<file path="config.mk">
export PLATFORM = sky130hd
export DESIGN_NAME = cnt_date
export DESIGN_NICKNAME = d
export VERILOG_FILES = /design/src/rtl/cnt_date.sv
export SDC_FILE = /design/constraint.sdc
export NUM_CORES = 1
export LEC_CHECK = 0
export CAP_MARGIN = 5
export CORE_UTILIZATION = 40
export DETAILED_ROUTE_END_ITERATION = 10
export PLACE_DENSITY_LB_ADDON = 0.3
export SLEW_MARGIN = 20
export SYNTH_ARGS = -nofsm -noshare
export SYNTH_HDL_FRONTEND = slang
export SYNTH_SLANG_ARGS = --single-unit
</file>
<file path="constraint.sdc">
create_clock -name clk -period 5.3 [get_ports clk]
set_clock_uncertainty 0.1 [all_clocks]
set_input_delay 0.795 -clock clk [delete_from_list [all_inputs] [get_ports clk]]
set_output_delay 0.795 -clock clk [all_outputs]
set_load 0.01 [all_outputs]
</file>
<file path="src/rtl/cnt_date.sv">
// Calendar day/month counter: auto-advances on pulse_1d in run mode, manual adjust in set mode.
// Optional leap-year February (29 days when year_in[1:0]==0) via `define CNT_DATE_LEAP_YEAR_EN.
module cnt_date #(
  parameter logic [4:0] DAY_RST   = 5'd1,
  parameter logic [3:0] MONTH_RST = 4'd1
) (
  input  logic       clk,
  input  logic       rst,
  input  logic       pulse_1d,
  input  logic       enable_cnt_date,
  input  logic       increase_d,
  input  logic       decrease_d,
  input  logic       increase_m,
  input  logic       decrease_m,
  input  logic [6:0] year_in,
  output logic [4:0] cnt_day,
  output logic [3:0] cnt_month,
  output logic       pulse_1y
);

  logic [4:0] day_reg, day_next;
  logic [3:0] month_reg, month_next;
  logic [3:0] month_adj;
  logic [4:0] cur_len, new_len;
  logic       leap;
  logic       state_ok;

  function automatic logic [4:0] month_len(input logic [3:0] m, input logic lp);
    case (m)
      4'd2:                    month_len = lp ? 5'd29 : 5'd28;
      4'd4, 4'd6, 4'd9, 4'd11: month_len = 5'd30;
      default:                 month_len = 5'd31;
    endcase
  endfunction

`ifdef CNT_DATE_LEAP_YEAR_EN
  assign leap = (year_in[1:0] == 2'b00);
`else
  logic unused_year;
  assign unused_year = ^year_in;
  assign leap        = 1'b0;
`endif

  // Month after a manual month step (only consumed when neither day strobe wins)
  always_comb begin
    month_adj = month_reg;
    if (increase_m)
      month_adj = (month_reg == 4'd12) ? 4'd1 : month_reg + 4'd1;
    else if (decrease_m)
      month_adj = (month_reg == 4'd1) ? 4'd12 : month_reg - 4'd1;
  end

  assign cur_len  = month_len(month_reg, leap);
  assign new_len  = month_len(month_adj, leap);
  assign state_ok = (month_reg >= 4'd1) && (month_reg <= 4'd12) && (day_reg != 5'd0);

  always_comb begin
    day_next   = day_reg;
    month_next = month_reg;
    if (!state_ok) begin
      day_next   = DAY_RST;
      month_next = MONTH_RST;
    end else if (day_reg > cur_len) begin
      // Year change shortened February under us; clamp and do nothing else
      day_next = cur_len;
    end else if (enable_cnt_date) begin
      if (pulse_1d) begin
        if (day_reg < cur_len) begin
          day_next = day_reg + 5'd1;
        end else begin
          day_next   = 5'd1;
          month_next = (month_reg == 4'd12) ? 4'd1 : month_reg + 4'd1;
        end
      end
    end else if (increase_d) begin
      day_next = (day_reg == cur_len) ? 5'd1 : day_reg + 5'd1;
    end else if (decrease_d) begin
      day_next = (day_reg == 5'd1) ? cur_len : day_reg - 5'd1;
    end else if (increase_m || decrease_m) begin
      month_next = month_adj;
      day_next   = (day_reg > new_len) ? new_len : day_reg;
    end
  end

  always_ff @(posedge clk or posedge rst) begin
    if (rst) begin
      day_reg   <= DAY_RST;
      month_reg <= MONTH_RST;
    end else begin
      day_reg   <= day_next;
      month_reg <= month_next;
    end
  end

  assign cnt_day   = day_reg;
  assign cnt_month = month_reg;
  assign pulse_1y  = ~rst & pulse_1d & enable_cnt_date &
                     (day_reg == 5'd31) & (month_reg == 4'd12);

endmodule

</file>
== Word level (Yosys, flattened, before mapping) ==
Index checks and enable logic that the tools add are counted.

* Bitwise operators: 5
* Equal/unequal tests: 24
* Reduce and logical (&&, ||, !) cells: 8
* Magnitude comparators: 5
* $add $sub $neg: 4
* Muxes and demuxes: 25

{| class="wikitable"
|+ Operators with widths
! cell !! number
|-
| 5-bit two-way mux || 11
|-
| 4-bit two-way mux || 12
|-
| 4-bit equality test (second input constant) || 5
|-
| 4-bit by 3-bit equality test with 1-bit output (second input constant) || 4
|-
| 3-bit != test (second input constant) || 4
|-
| 6-bit by 4-bit != test with 1-bit output (second input constant) || 2
|-
| 5-bit greater-than comparator || 2
|-
| 4-bit by 2-bit equality test with 1-bit output (second input constant) || 2
|-
| 2-bit case mux with 2 select lines || 2
|-
| 4-bit OR reduction || 2
|-
| 6-bit AND reduction || 1
|-
| 5-bit by 1-bit adder with 5-bit output (second input constant) || 1
|-
| 5-bit by 1-bit equality test with 1-bit output (second input constant) || 1
|-
| 5-bit equality test || 1
|-
| 5-bit equality test (second input constant) || 1
|-
| 5-bit < comparator || 1
|-
| 5-bit nonzero test || 1
|-
| 5-bit by 1-bit subtractor with 5-bit output (second input constant) || 1
|-
| 4-bit by 1-bit adder with 4-bit output (second input constant) || 1
|-
| 1-bit bitwise AND || 4
|-
| 4-bit by 1-bit equality test with 1-bit output (second input constant) || 1
|-
| 4-bit by 1-bit greater-or-equal comparator with 1-bit output (second input constant) || 1
|-
| 4-bit less-or-equal comparator (second input constant) || 1
|-
| 4-bit by 3-bit != test with 1-bit output (second input constant) || 1
|-
| other kinds (7) || 8
|}

* Register bits after elaboration: 9
* Word-level logic and storage cells: 73
* Output and inout bits: 10
* Bits of input ports: 15

== Longest topological paths before layout ==
* Depth after elaboration: 15
* Depth in mapped cells: 14
* Gate-level depth less buffers: 14

== Worst setup path before layout ==
Ideal clock, no wire load.

* Path kind: input -> register
* Start: input port decrease_m
* End: register day_reg[2], in the netlist cnt_day[2]
* Library setup time: 0.126 ns
* Buffers on the path: 1
* Stages on the path: 12
* Required time: 5.074 ns
* Arrival: 3.081 ns
* Path slack: 1.994 ns
* Cell sequence: buf_2 nor4b_1 mux2i_1 o21ai_1 o31a_1 ha_1 a2bb2oi_1 o211ai_1 a21oi_1 o21ai_0 a21oi_1 a21oi_1

* Longest elaborated chain between the ends: 8
* Elaborated cells between the ends (all ways): 14
* Classes of those cells: order compare: 1; eq/ne: 7; mux: 3; reduce/logical: 3

{| class="wikitable"
|+ RTL lines
! item !! line !! RTL
|-
| start: declaration || 14 || <nowiki>input logic decrease_m,</nowiki>
|-
| 4-bit two-way mux || 49 || <nowiki>else if (decrease_m)</nowiki>
|-
| 4-bit two-way mux || 47 || <nowiki>if (increase_m)</nowiki>
|-
| 4-bit by 3-bit equality test with 1-bit output / 4-bit equality test (equally long branches) || 29 || <nowiki>case (m)</nowiki>
|-
| 4-bit OR reduction || 29 ||
|-
| 2-bit case mux with 2 select lines || 29 ||
|-
| 5-bit greater-than comparator || 81 || <nowiki>day_next = (day_reg > new_len) ? new_len : day_reg;</nowiki>
|-
| 6-bit by 4-bit != test with 1-bit output (no source line) || n/a ||
|-
| 3-bit AND reduction (no source line) (*) || n/a ||
|-
| end signal: assignment || 90 || <nowiki>day_reg <= day_next;</nowiki>
|-
| end: declaration || 21 || <nowiki>logic [4:0] day_reg, day_next;</nowiki>
|}

Every way passes the cells marked *; elsewhere a longest branch is shown, timed or not.
A chain may end at the register's enable or synchronous reset.

== Worst setup path in the final report ==
Ends and elaborated chain as after synthesis.

==> results.tsv <==
stage	metric	value	unit
finish	mostFrequentLayoutCell	clkdlybuf4s50_1	
sta	worst_pin_slew	0.568	ns
synthesis	synth_enable_flop_cells	0	
sta	tns	0	ns
finish	final_cell_mix	clkdlybuf4s50_1 (17), nor2_1 (14), a21oi_1 (13), ha_1 (13), inv_1 (11)	
hold_path	holdCritStartpoint	cnt_month[0]	
clock_tree	cts_setup_buffers	0	
sta	finalSetupViolations	0	
synthesis	netlist_instances	175	
floorplan	die_w	60.1	µm
clock_tree	ctsResizeCount	0	
route	wl_met1	1620	µm
route	detail-route-antenna-nets	0	
route	top_layer	met4	
synthesis	syn_nets	203	
pwr	pwr_density_cell	520	nW/µm²
grt	grt-ovfl-total	0	
synthesis	synth_compound_area_share	29.5	%
worst_setup_path	r2r_setup_slack	1.48	ns
worst_setup_path	setup.worst_path.start_class	input pin	
clock_tree	cts_root_buf	clkbuf_4	
synthesis	synth_top_family_by_area	compound AO/OA/AOI/OAI gates	
run	maxCapViolCount	0	
synthesis	ys_seq_area_share	16.9	%
route	wl_met3	198	µm
finish	fin_nets	215	
sta	relSlewSlack	62.1	%
floorplan	num_rows	20	
synthesis	synth_mux_area_share	4.64	%
sta	finalHoldViolations	0	
sta	clock.fmax	0.247	GHz
synthesis	yosys_warnings	0	
worst_setup_path	ff2ff_path_depth	13	
worst_setup_path	arrival	4.08	ns
synthesis	synthAdderAreaFrac	12.1	%
clock_tree	cts_max_level	1	
place	portBuffers	17	
worst_setup_path	crit_type	input pin to flip-flop	
clock_tree	clk_latency	0.26	ns
synthesis	ys.flop_type	dfrtp_1	
hold_path	hold_class	flip-flop to flip-flop	
run_status	outcome	finished, final reports clean	
worst_setup_path	r2r_end	cnt_day[2]	
floorplan	die-area	3610	µm²
synthesis	synth-xor-area-share	0.649	%
sta	fin_crit_sh	76.4	%
place	dp_hpwl	2700	µm
worst_setup_path	setup.worst_path.end	cnt_day[2]	
finish	diodes	0	
worst_setup_path	worstPathMaxFanout	10	
synthesis	synth_top_cell_by_area	dfrtp_1	
synthesis	synth_area_leaders	dfrtp_1 (13%), ha_1 (12%), a21oi_1 (4.8%), dfstp_2 (3.9%), nor2_1 (3.9%)	
route	dr.pass1.iters	4	
floorplan	core_area	3130	µm²
finish	drive_above_1_share	6.99	%
route	drt_iter0_markers	62	
sta	whs	0.617	ns
synthesis	syn_avg_cell_area	7.71	µm²
route	totalWireLength	3570	µm
grt	antenna_found_initial	0	
synthesis	ys_ff_latch	9	
synthesis	synth_area	1350	µm²
clock_tree	clock-sinks	9	
worst_setup_path	r2r_start	cnt_month[0]	
grt	grt_use_total	20.8	%
synthesis	synth.top_cell.area_share	13.0	%
route	wire_per_inst	15.5	µm
worst_setup_path	cp-end-kind	flip-flop	
pwr	leakage	0.611	nW
grt	grt_pass1_wl	5810	µm
route	met2_length	1700	µm
route	drc_errors	0	
place	gp_congestion	0.898	
sta	rsz0062_at_grt	no	
grt	grt_pass1_vias	1294	
clock_tree	cts_tree	done	
floorplan	fp.dieH	60.1	µm
route	routed_via_density	6.14	
clock_tree	cts_hold_buf	0	
worst_setup_path	setup.worst_path.start	decrease_m	
finish	area_growth	14.4	%
synthesis	async_flop_share	100	%
worst_setup_path	cp_data_required_time	5.33	ns
synthesis	synth_cell_types	52	
floorplan	boundaryPins	25	
pwr	ir_drop	0.000275	V
route	num_vias	1412	
floorplan	initial_core_util	43.1	%
sta	drv_slew	0	
clock_tree	clock_path_buffers	2	
synthesis	synth-simple-area-share	28.8	%
clock_tree	cts.clk_slew.worst_paths	0.06	ns
grt	grt_max_degree	17	
sta	period_minus_slack	4.05	ns
clock_tree	numCtsBuffers	3	
power by group:
part	internal, mW	leakage [nW]	total [mW]	switching, mW
logic	0.266	0.482	0.558	0.291
clock network	0.0279	0.0177	0.0527	0.0249
registers	0.103	0.111	0.191	0.0877
sequential cells by signal, indices dropped and copies added (netlist names):
name	count
cnt_day	5
cnt_month	4
cells by family (layout without fill, tap and decap cells):
| logic type | after synthesis | count (layout) |
|---|---|---|
| AO/OA/AOI/OAI | 58 | 58 |
| XOR/XNOR | 1 | 1 |
| adder cells (fa/ha/maj) | 13 | 13 |
| buffers and inverters | 21 | 32 |
| flip-flops | 9 | 9 |
| multiplexers | 6 | 6 |
| AND/OR/NAND/NOR | 67 | 67 |
critical path: stages:
cell             delay [ns]
clkdlybuf4s50_1        0.65
nor4b_1                0.33
mux2i_1                0.16
o21ai_1                0.38
o211ai_1               0.16
o31a_1                 0.13
ha_1                   0.28
a2bb2oi_1              0.13
o211ai_1               0.14
a21oi_1                0.50
o21ai_0                0.17
a21oi_1                0.17
a21oi_1                0.08
metal layers:
metal,track usage [%],up-vias
li1,-,675
met4,7.97,0
met1,29.4,682
met3,1.08,5
met2,33.2,50
met5,0,-
synthesized netlist by cell type (all sizes together), types with 7 or more instances:
master and number:
nand2 8, ha 13, dfrtp 7, o21ai 11, nor2b 7, nor2 14
a21oi 13, o211ai 7, inv 11, buf 7
how the worst min path moves through the flow:
| stage | slack (ns) | end | cells past startpoint |
|---|---|---|---|
| floorplan | 0.52 | cnt_day[1] | 1 |
| global placement | 0.60 | cnt_month[0] | 2 |
| detailed placement | 0.61 | cnt_month[0] | 2 |
| CTS | 0.62 | cnt_month[0] | 2 |
| global route | 0.65 | cnt_month[0] | 2 |
| finish | 0.62 | cnt_month[0] | 2 |
final cells by class:
| type | instances | area, µm² |
|---|---|---|
| fillers | 322 | 1590 |
| multi-input cells | 145 | 1020 |
| flip-flops and latches | 9 | 228 |
| repair buffers | 17 | 170 |
| well taps | 44 | 55.1 |
| inverters | 11 | 41.3 |
| clock buffers | 3 | 22.5 |
| clock inverters | 1 | 5.00 |
through the flow:
stage / area [µm²] / total power [mW] / instances / setup slack [ns] / utilization (%)
3_3_place_gp: 1520 / 0.723 / 226 / 1.13 / 48.4
5_1_grt: 1540 / 0.873 / 230 / 1.05 / 49.3
3_5_place_dp: 1520 / 0.740 / 226 / 1.01 / 48.4
4_1_cts: 1540 / 0.798 / 230 / 1.29 / 49.3
2_1_floorplan: 1350 / 0.589 / 175 / 1.99 / -
6_report: 1540 / 0.802 / 230 / 1.25 / 49.3
Power figures use the tool's default switching activity.
